$ cat src/rtl/mcu_rst_pkg.sv
// Shared types and constants for the MCU reset sequencer.
// The reset-cause register is built only when MCU_RST_CAUSE_EN is defined.
package mcu_rst_pkg;

    typedef enum logic [1:0] {
        IDLE    = 2'd0,
        CPU_RST = 2'd1,
        SYS_RST = 2'd2,
        HOLDOFF = 2'd3
    } rst_state_e;

    localparam int CAUSE_POR = 0;
    localparam int CAUSE_CPU = 1;
    localparam int CAUSE_SYS = 2;
    localparam int CAUSE_WDT = 3;

    function automatic int max_int(input int a, input int b);
        return (a > b) ? a : b;
    endfunction

    // Output pattern {pad_cpu_rst_b, pad_had_rst_b, sys_resetn, rst_busy} while in state s
    function automatic logic [3:0] rst_outs(input rst_state_e s);
        logic [3:0] o;
        case (s)
            IDLE:    o = 4'b1110;
            CPU_RST: o = 4'b0111;
            SYS_RST: o = 4'b0001;
            HOLDOFF: o = 4'b1111;
            default: o = 4'b0001;
        endcase
        return o;
    endfunction

endpackage

$ cat src/rtl/mcu_rst_filt.sv
// Request glitch filter: qualifies a level request after FILT_CYC consecutive high samples.
module mcu_rst_filt
    import mcu_rst_pkg::*;
#(
    parameter int FILT_CYC = 2
) (
    input  logic sys_clk,
    input  logic sys_rst,
    input  logic req,
    output logic qual
);

    localparam int FW = $clog2(FILT_CYC + 1);
    localparam logic [FW-1:0] CNT_SAT  = FW'(FILT_CYC);
    localparam logic [FW-1:0] CNT_LAST = FW'(FILT_CYC - 1);

    logic [FW-1:0] cnt_r;

    // Saturating run-length counter of consecutive high samples
    always_ff @(posedge sys_clk) begin
        if (sys_rst) begin
            cnt_r <= {FW{1'b0}};
        end else if (req) begin
            if (cnt_r != CNT_SAT) begin
                cnt_r <= cnt_r + FW'(1);
            end else begin
                cnt_r <= cnt_r;
            end
        end else begin
            cnt_r <= {FW{1'b0}};
        end
    end

    // Qualified on the edge that brings the run to FILT_CYC, and for as long as it stays high
    assign qual = req && (cnt_r >= CNT_LAST);

endmodule

$ cat src/rtl/mcu_rst_ctrl.sv
// Reset request sequencer for the C902 core/HAD reset pads.
// Define MCU_RST_CAUSE_EN to build the sticky rst_cause register; otherwise rst_cause reads 4'b0000.
module mcu_rst_ctrl
    import mcu_rst_pkg::*;
#(
    parameter int FILT_CYC    = 2,
    parameter int PULSE_CYC   = 8,
    parameter int HOLDOFF_CYC = 4
) (
    input  logic       sys_clk,
    input  logic       sys_rst,
    input  logic [1:0] cpu_pad_soft_rst,
    input  logic       wdt_rst_req,
    input  logic       rst_cause_clr,
    output logic       pad_cpu_rst_b,
    output logic       pad_had_rst_b,
    output logic       sys_resetn,
    output logic       rst_busy,
    output logic [3:0] rst_cause
);

    localparam int CNT_W = $clog2(max_int(PULSE_CYC, HOLDOFF_CYC) + 1);
    localparam logic [CNT_W-1:0] CNT_ZERO   = {CNT_W{1'b0}};
    localparam logic [CNT_W-1:0] PULSE_LAST = CNT_W'(PULSE_CYC - 1);
    localparam logic [CNT_W-1:0] HOLD_LAST  = CNT_W'(HOLDOFF_CYC - 1);

    logic             cpu_acc_s;
    logic             sys_acc_s;
    logic             wdt_acc_s;
    logic             sys_any_s;
    rst_state_e       state_r;
    logic [CNT_W-1:0] cnt_r;

    mcu_rst_filt #(.FILT_CYC(FILT_CYC)) u_filt_cpu (
        .sys_clk (sys_clk),
        .sys_rst (sys_rst),
        .req     (cpu_pad_soft_rst[0]),
        .qual    (cpu_acc_s)
    );

    mcu_rst_filt #(.FILT_CYC(FILT_CYC)) u_filt_sys (
        .sys_clk (sys_clk),
        .sys_rst (sys_rst),
        .req     (cpu_pad_soft_rst[1]),
        .qual    (sys_acc_s)
    );

    mcu_rst_filt #(.FILT_CYC(FILT_CYC)) u_filt_wdt (
        .sys_clk (sys_clk),
        .sys_rst (sys_rst),
        .req     (wdt_rst_req),
        .qual    (wdt_acc_s)
    );

    assign sys_any_s = sys_acc_s | wdt_acc_s;

    // Sequencer FSM; pad outputs are registered from the state being entered
    always_ff @(posedge sys_clk) begin
        if (sys_rst) begin
            state_r <= SYS_RST;
            cnt_r   <= CNT_ZERO;
            {pad_cpu_rst_b, pad_had_rst_b, sys_resetn, rst_busy} <= rst_outs(SYS_RST);
        end else begin
            case (state_r)
                IDLE: begin
                    cnt_r <= CNT_ZERO;
                    if (sys_any_s) begin
                        state_r <= SYS_RST;
                        {pad_cpu_rst_b, pad_had_rst_b, sys_resetn, rst_busy} <= rst_outs(SYS_RST);
                    end else if (cpu_acc_s) begin
                        state_r <= CPU_RST;
                        {pad_cpu_rst_b, pad_had_rst_b, sys_resetn, rst_busy} <= rst_outs(CPU_RST);
                    end else begin
                        state_r <= IDLE;
                        {pad_cpu_rst_b, pad_had_rst_b, sys_resetn, rst_busy} <= rst_outs(IDLE);
                    end
                end
                CPU_RST: begin
                    if (sys_any_s) begin
                        state_r <= SYS_RST;
                        cnt_r   <= CNT_ZERO;
                        {pad_cpu_rst_b, pad_had_rst_b, sys_resetn, rst_busy} <= rst_outs(SYS_RST);
                    end else if (cnt_r == PULSE_LAST) begin
                        state_r <= HOLDOFF;
                        cnt_r   <= CNT_ZERO;
                        {pad_cpu_rst_b, pad_had_rst_b, sys_resetn, rst_busy} <= rst_outs(HOLDOFF);
                    end else begin
                        state_r <= CPU_RST;
                        cnt_r   <= cnt_r + CNT_W'(1);
                        {pad_cpu_rst_b, pad_had_rst_b, sys_resetn, rst_busy} <= rst_outs(CPU_RST);
                    end
                end
                SYS_RST: begin
                    if (cnt_r == PULSE_LAST) begin
                        state_r <= HOLDOFF;
                        cnt_r   <= CNT_ZERO;
                        {pad_cpu_rst_b, pad_had_rst_b, sys_resetn, rst_busy} <= rst_outs(HOLDOFF);
                    end else begin
                        state_r <= SYS_RST;
                        cnt_r   <= cnt_r + CNT_W'(1);
                        {pad_cpu_rst_b, pad_had_rst_b, sys_resetn, rst_busy} <= rst_outs(SYS_RST);
                    end
                end
                HOLDOFF: begin
                    if (cnt_r == HOLD_LAST) begin
                        state_r <= IDLE;
                        cnt_r   <= CNT_ZERO;
                        {pad_cpu_rst_b, pad_had_rst_b, sys_resetn, rst_busy} <= rst_outs(IDLE);
                    end else begin
                        state_r <= HOLDOFF;
                        cnt_r   <= cnt_r + CNT_W'(1);
                        {pad_cpu_rst_b, pad_had_rst_b, sys_resetn, rst_busy} <= rst_outs(HOLDOFF);
                    end
                end
                default: begin
                    state_r <= SYS_RST;
                    cnt_r   <= CNT_ZERO;
                    {pad_cpu_rst_b, pad_had_rst_b, sys_resetn, rst_busy} <= rst_outs(SYS_RST);
                end
            endcase
        end
    end

`ifdef MCU_RST_CAUSE_EN
    logic [3:0] cause_r;
    logic [3:0] cause_set_s;

    // Cause bits raised by the transition taken this cycle; cpu only counts when it wins
    always_comb begin
        cause_set_s = 4'b0000;
        if ((state_r == IDLE) || (state_r == CPU_RST)) begin
            if (sys_any_s) begin
                cause_set_s[CAUSE_SYS] = sys_acc_s;
                cause_set_s[CAUSE_WDT] = wdt_acc_s;
            end else if (state_r == IDLE) begin
                cause_set_s[CAUSE_CPU] = cpu_acc_s;
            end else begin
                cause_set_s = 4'b0000;
            end
        end else begin
            cause_set_s = 4'b0000;
        end
    end

    // Sticky cause flags; a same-cycle set beats the clear
    always_ff @(posedge sys_clk) begin
        if (sys_rst) begin
            cause_r <= 4'b0001;
        end else if (rst_cause_clr) begin
            cause_r <= cause_set_s;
        end else begin
            cause_r <= cause_r | cause_set_s;
        end
    end

    assign rst_cause = cause_r;
`else
    logic unused_cause_clr_s;

    assign unused_cause_clr_s = rst_cause_clr;
    assign rst_cause          = 4'b0000;
`endif

endmodule

$ cat config.mk
export PLATFORM = sky130hd
export DESIGN_NAME = mcu_rst_ctrl
export DESIGN_NICKNAME = d
export VERILOG_FILES = /design/src/rtl/mcu_rst_pkg.sv /design/src/rtl/mcu_rst_filt.sv /design/src/rtl/mcu_rst_ctrl.sv
export SDC_FILE = /design/constraint.sdc
export NUM_CORES = 1
export LEC_CHECK = 0
export ABC_CLOCK_PERIOD_IN_PS = 1590
export CORE_MARGIN = 3
export CORE_UTILIZATION = 40
export CTS_CLUSTER_DIAMETER = 150
export DETAILED_ROUTE_END_ITERATION = 6
export HOLD_SLACK_MARGIN = 0.02
export SYNTH_ARGS = -nofsm -noshare
export SYNTH_HDL_FRONTEND = slang
export SYNTH_SLANG_ARGS = --single-unit
$ cat constraint.sdc
create_clock -name sys_clk -period 1.59 [get_ports sys_clk]
set_input_delay 0.159 -clock sys_clk [delete_from_list [all_inputs] [get_ports sys_clk]]
set_output_delay 0.159 -clock sys_clk [all_outputs]
set_load 0.01 [all_outputs]
# == Word-level counts from Yosys, hierarchy flattened ==
# Index checks and enable logic that the tools add are counted.
# classes
n_reduce_logical,9
mux,22
bitwise,4
n_eq_ne,8
n_lt_le_gt_ge,3
addsub,4
# op_table
cell,n
$pmux W4 S4,1
$mux W4,3
$mux W1,10
$reduce_or A2 Y1,5
$mux W2,4
$pmux W2 S4,1
$add A2 B1 Y2 const B,3
$ge A2 B1 Y1 const B,3
$ne A2 B2 Y1 const B,3
$pmux W1 S3,2
$add A4 B1 Y4 const B,1
$eq A2 B2 Y1 const B,2
$eq A4 B2 Y1 const B,1
$eq A4 B3 Y1 const B,1
$pmux W1 S4,1
$logic_and A1 B1 Y1,3
$not A1 Y1,3
$eq A2 B1 Y1 const B,1
$logic_not A2 Y1,1
$or A1 B1 Y1,1
# word_totals
inputBits,6
regBits,15
elab_cells,58
output_inout_bits,8

# == Depth between registers and ports, before layout ==
# Gate-level depths: netlist of the first run.
# depth
depth_word,5
ltp_mapped,6
ltp_nobuf,5

# == Hierarchy ==
# A second synthesis of the first run with hierarchy kept.
# unflattened
cells_unflattened,93
hier_area_um2,844.6
# by_module_without_submodules
module,area_each_um2,cells_per_inst,seq_area_each_um2,n_inst
mcu_rst_ctrl,510.5,57,180.2,1
mcu_rst_filt,111.4,12,40.0,3

# == Worst setup path before layout of the first run ==
# OpenSTA, ideal clock, no wires.
# synth_timing
path_type,register to register
from,register state_r[0]
to,register cnt_r[1]
path_stages_with_launch,6
t_required_ps,1459
arrival_ps,1419
setup_slack_ps,40
period_less_slack_ps,1550
setup_ps,131
path_buffers,0
cell_sequence,dfxtp_1 inv_1 ha_1 or4b_1 a32oi_1 nor3b_1
# synth_between
elab_chain_cells,2
elab_cells_between_ends,5
classes_between,eq/ne: 3; mux: 1; reduce/logical: 1
# synth_lines
element,line_no,source
"start, declared",mcu_rst_ctrl.sv:31,rst_state_e state_r;
"start signal, assigned",mcu_rst_ctrl.sv:60,state_r <= SYS_RST;
"start signal, assigned",mcu_rst_ctrl.sv:68,state_r <= SYS_RST;
"start signal, assigned",mcu_rst_ctrl.sv:71,state_r <= CPU_RST;
$eq A2 B2 Y1 (tied with other cells),mcu_rst_ctrl.sv:64,case (state_r)
$pmux W4 S4 *,mcu_rst_ctrl.sv:64,
"end signal, assigned",mcu_rst_ctrl.sv:89,cnt_r <= cnt_r + CNT_W'(1);
"end signal, assigned",mcu_rst_ctrl.sv:100,cnt_r <= cnt_r + CNT_W'(1);
"end signal, assigned",mcu_rst_ctrl.sv:111,cnt_r <= cnt_r + CNT_W'(1);
"end, declared",mcu_rst_ctrl.sv:32,logic [CNT_W-1:0] cnt_r;
# Mark *: on every way between the ends. The rest lies on a longest branch, timed or not.
# A chain may end at the register's enable or synchronous reset.

# == Final worst setup path of the first run ==
# layout_timing
from,register cnt_r[0]
to,register state_r[1]
# layout_between
elab_chain_cells,4
elab_cells_between_ends,6
classes_between,eq/ne: 2; mux: 4
# layout_lines
element,line_no,source
$eq A4 B3 Y1,mcu_rst_ctrl.sv:83,end else if (cnt_r == PULSE_LAST) begin
$mux W2,mcu_rst_ctrl.sv:83,
$mux W2,mcu_rst_ctrl.sv:79,if (sys_any_s) begin
$pmux W2 S4 *,mcu_rst_ctrl.sv:64,
"end signal, assigned",mcu_rst_ctrl.sv:68,
"end signal, assigned",mcu_rst_ctrl.sv:80,state_r <= SYS_RST;
"end signal, assigned",mcu_rst_ctrl.sv:84,state_r <= HOLDOFF;
# Marked as above.

==> impl_metrics.yaml, run 1 <==
placed_design:
  place_area_sq_um: 1010
  gp_congestion: 0.905
  portBuffers: 8
  dp.cells: 134
  dpl.hpwl_microns: 1190
clock_network:
  cts_tree: "done"
  clkSlewWorstSetupHoldPaths_ns: 0.09
  htree_num_levels: 1
  clk_latency_ns: 0.28
  cts_made_buffers: 3
  cts_hold_buffers: 0
  post_cts_buffers: 0
  post_cts_resized: 0
  cts_sinks: 15
  clockRootBuffer: "clkbuf_4"
  cts.path.max_buffers: 2
die:
  die_h_microns: 52.8
  dieWidth_microns: 52.8
  core_sq_um: 2020
  rows: 16
  initial_core_util_pct: 43.3
  dieArea_sq_um: 2780
  ios: 14
routing:
  drt_iter0_markers: 10
  route.detailed.drc: 0
  via_per_inst: 4.88
  dr.pass1.iters: 3
  routed_wl_microns: 1440
  wl_per_cell_microns: 10.5
  via_count: 674
  antenna_left: 0
sta:
  grt_setup_unrepaired: "no"
  slew_viol_final: 0
  finalHoldViolCount: 0
  setup-tns-final_ns: 0
  fmax_mhz: 661
  period_share_pct: 95.1
  skew_ns: 0.00780
  min_period_ns: 1.51
  setup_viol: 0
logic_synthesis:
  synth_common_cells: "15 x dfxtp_1, 11 x ha_1, 9 x inv_1"
  yosys_register_bits: 15
  synth_top_area_share_pct: 34.3
  synth_edf_count: 0
  synthTopCellsByArea: "dfxtp_1 34%, ha_1 16%, buf_4 4.3%, xor2_1 4.0%, inv_1 3.9%"
  syn_area_sq_um: 875
  synth_area_per_cell_sq_um: 9.11
  synthCells: 96
  yosysMostFrequentCell: "dfxtp_1"
  ys.flop_type: "dfxtp_1"
  yosysTopAreaCell: "dfxtp_1"
  synth_cell_types: 32
  ys_async_sr_fraction_pct: 0
  yosysWarnings: 0
  seq_area_frac_synth_pct: 34.3
power_and_ir_drop:
  total_power_mw: 0.863
  p_leak_nw: 0.427
  power.density_nw_per_um2: 817
  vdd_drop_max_v: 0.000658
setup_path:
  startpoint_type: "flip-flop"
  end_kind: "flip-flop"
  timing.critical_path.required_ns: 1.75
  path_cells: "ha_4, or3b_4, and2_4, o41a_1"
  arrival_ns: 1.67
  crit_type: "flip-flop to flip-flop"
  path_max_fanout: 3
  crit_slowest_cell: "or3b_4"
  r2r_cells: 4
  crit_path_max_incr_delay_ns: 0.37
finish:
  final_layout_size_suffix_gt1_share_pct: 18.0
  fin_nets: 129
  instances_no_fill: 138
  n_antenna_cell: 0
  final_cell_area_sq_um: 1060
  synthToLayoutAreaGrowth_pct: 20.9
worst_hold_path:
  hold_path_depth: 3
  hp-class: "input pin to flip-flop"
global_route:
  gr-usage-all-layers_pct: 12.1
  grt_remaining_overflow: 0
  grt_pass1_vias: 623
  antenna_found_initial: 0
  grt_pass1_wl_microns: 2460
  grt_start_max_net_pins: 10
status:
  status: "complete, no violations"
job:
  drv_cap: 0
==> per-stage QoR <==
step                setup WS (ns)  util, %  hold slack, ns
global route               0.0108     52.3           0.533
floorplan                  0.0399        -           0.228
CTS                        0.0275     51.1           0.489
finish                     0.0780     52.3           0.487
detailed placement         0.0459     49.8           0.500
global placement           0.0580     49.8           0.496
==> layout make-up <==
class | count | area (sq um)
repair buffers | 15 | 133
flip-flops and latches | 15 | 304
fillers | 201 | 965
well taps | 27 | 33.8
clock buffers | 4 | 26.3
inverters | 9 | 33.8
multi-input cells | 68 | 527
==> flip-flops by register name, summed over array words and instances, names as in the netlist <==
signal and count:
rst_busy 1, u_filt_sys.cnt_r 2, state_r 2, cnt_r 4
u_filt_wdt.cnt_r 2, pad_cpu_rst_b 1, sys_resetn 1, u_filt_cpu.cnt_r 2
==> power breakdown <==
part / switching (mW) / internal, mW
logic: 0.0972 / 0.116
clock network: 0.114 / 0.0973
registers: 0.0262 / 0.413
==> per-layer routing <==
layer | global-route usage (%) | wire length, microns
met2 | 19.4 | 660
met5 | 0 | 0
met4 | 5.11 | 9
met3 | 5.41 | 71
met1 | 13.8 | 701
==> final timing paths <==
kind / from / to / slack [ns]
max: cnt_r[0] / state_r[1] / 0.08
min: cpu_pad_soft_rst[1] / u_filt_sys.cnt_r[0] / 0.49
max reg2reg: cnt_r[0] / state_r[1] / 0.08
min reg2reg: u_filt_sys.cnt_r[0] / u_filt_sys.cnt_r[0] / 0.52
==> critical path: cells and delay by family, from the launching register on <==
kind,cells,cell delay [ns]
DFF,1,0.36
AOI/OAI and AO/OA,1,0.37
and+or+nand+nor,2,0.54
adders and majority gates,1,0.13
==> cells by family (layout without fill, tap and decap cells) <==
| group | count (synthesis) | count (layout) | synth area share [%] |
|---|---|---|---|
| compound gates | 12 | 12 | 10.4 |
| xor+xnor | 5 | 5 | 5.01 |
| fa+ha+maj | 11 | 11 | 15.7 |
| buf+inv | 16 | 28 | 9.01 |
| flops | 15 | 15 | 34.3 |
| mux | 3 | 3 | 3.43 |
| other cells | 1 | 4 | 0.429 |
| simple gates | 33 | 33 | 21.6 |
==> cell usage in the layout, fill, tap and decap left out, types with 4 or more instances in the layout <==
| cell type | count |
|---|---|
| xor2_1 | 4 |
| nor2_1 | 7 |
| nand2b_1 | 5 |
| buf_4 | 7 |
| clkdlybuf4s50_1 | 8 |
| inv_1 | 9 |
| dfxtp_1 | 12 |
| conb_1 | 4 |
| ha_1 | 9 |
Note: power is estimated with default switching activity, not from simulation.
==> inputs of run 2 (changes only) <==
- REMOVE_ABC_BUFFERS: default -> 1
- TNS_END_PERCENT: default -> 50
==> run 2 against run 1 <==
Fmax decreased by 3.2%. Combinational power decreased by 6%. First-iteration DRC count increased by 110%. Power about the same. Utilization decreased by 0.68 points. Setup slack got worse by 0.050 ns. Non-clock buffer count decreased by 1. Largest cell class unchanged. Highest routed layer unchanged.
==> impl_metrics.yaml, run 2 (synthesis gave the netlist of run 1 again) <==
status:
  status: "complete, no violations"
finish:
  fin_nets: 128
  regArea_sq_um: 303
  final_cell_area_sq_um: 1040
  n_antenna_cell: 0
  final_common_cell: "dfxtp_1"
  final_layout_size_suffix_gt1_share_pct: 15.5
  largest_register_ffs: 4
  synthToLayoutAreaGrowth_pct: 19.3
  final_cell_mix: "13 x dfxtp_1, 9 x ha_1, 8 x inv_1, 8 x nor2_1, 8 x clkdlybuf4s50_1"
  regMostFlops: "cnt_r"
  fill_cells: 206
  multi_input_area_sq_um: 522
routing:
  via_count: 694
  drt_iter0_markers: 21
  route.detailed.drc: 0
  wl_per_cell_microns: 11.5
  via_per_inst: 5.07
  routed_wl_microns: 1580
  antenna_left: 0
  dr.pass1.iters: 4
clock_network:
  cts_made_buffers: 3
  cts_hold_buffers: 0
  cts_sinks: 15
  htree_num_levels: 1
  cts_tree: "done"
  clkSlewWorstSetupHoldPaths_ns: 0.09
  post_cts_buffers: 0
  clk_latency_ns: 0.29
  cts.path.max_buffers: 2
  clockRootBuffer: "clkbuf_4"
setup_path:
  startpoint_type: "flip-flop"
  worstReg2RegStart: "cnt_r[0]"
  end_kind: "flip-flop"
  rr_endpoint: "state_r[1]"
  path_max_fanout: 5
  arrival_ns: 1.74
  timing.critical_path.required_ns: 1.77
  r2r_cells: 4
  reg2reg_slack_ns: 0.03
  crit_type: "flip-flop to flip-flop"
global_route:
  gr-usage-all-layers_pct: 12.6
  grt_pass1_wl_microns: 2540
  antenna_found_initial: 0
  grt_remaining_overflow: 0
  grt_pass1_vias: 617
  grt_start_max_net_pins: 10
die:
  dieArea_sq_um: 2780
  die_h_microns: 52.8
  dieWidth_microns: 52.8
  ios: 14
  rows: 16
  core_sq_um: 2020
  initial_core_util_pct: 43.3
power_and_ir_drop:
  power.density_nw_per_um2: 828
  total_power_mw: 0.864
  vdd_drop_max_v: 0.000623
  p_leak_nw: 0.421
job:
  drv_cap: 0
worst_hold_path:
  hold_path_depth: 1
  hp-class: "flip-flop to flip-flop"
  hold_path_end: "cnt_r[0]"
  hold_start: "cnt_r[0]"
sta:
  period_share_pct: 98.3
  setup_viol: 0
  min_period_ns: 1.56
  fmax_mhz: 640
  hold-worst-slack_ns: 0.429
  grt_setup_unrepaired: "yes"
  skew_ns: 0.00119
  finalHoldViolCount: 0
  slew_viol_final: 0
placed_design:
  portBuffers: 8
  place_area_sq_um: 1000
  dpl.hpwl_microns: 1210
  gp_congestion: 0.844
[run 2: metrics by stage]
| stage | setup WS (ns) | cells | util [%] | setup TNS, ns |
|---|---|---|---|---|
| final | 0.0277 | 137 | 51.6 | 0 |
| after global routing | -0.0462 | 137 | 51.6 | -0.169 |
| after global placement | 0.0291 | 133 | 49.4 | 0 |
| after floorplan | 0.0399 | 92 | - | 0 |
| after CTS | 0.0292 | 137 | 50.9 | 0 |
| after detailed placement | -0.00339 | 133 | 49.4 | -0.00339 |
[run 2: area by class of cell]
class | instances | share of cell area (%)
Timing Repair Buffer | 14 | 12.0
Clock buffer | 4 | 2.52
Inverter | 9 | 3.24
Sequential cell | 15 | 29.0
Multi-Input combinational cell | 68 | 50.0
Tap cell | 27 | 3.24
[run 2: power by group]
part	switching, mW	internal (mW)
clock	0.129	0.0975
combinational	0.0941	0.107
sequential	0.0239	0.411
total	0.248	0.616
[run 2: layer usage]
| metal | GRT usage (%) | part of all wire, % |
|---|---|---|
| met4 | 6.38 | 1.6 |
| met5 | 0 | 0 |
| met3 | 3.70 | 5.8 |
| met1 | 15.1 | 43 |
| met2 | 20.2 | 49 |
[run 2: timing repair]
action	CTS	global route
gates resized for setup	2	4
pin swaps	0	2
endpoints found under the setup margin	1	5
[run 2: how the worst max path moves through the flow]
| stage | to | from |
|---|---|---|
| final | state_r[1] | cnt_r[0] |
| after global routing | cnt_r[0] | state_r[1] |
| after CTS | state_r[1] | cnt_r[0] |
| after detailed placement | state_r[1] | cnt_r[0] |
| after global placement | state_r[1] | cnt_r[0] |
| after floorplan | cnt_r[1] | state_r[0] |
[run 2: critical path: stages (launching register included)]
cell	delay, ns
dfxtp_2	0.35
ha_2	0.21
or3b_1	0.37
and2_4	0.18
o41a_1	0.35
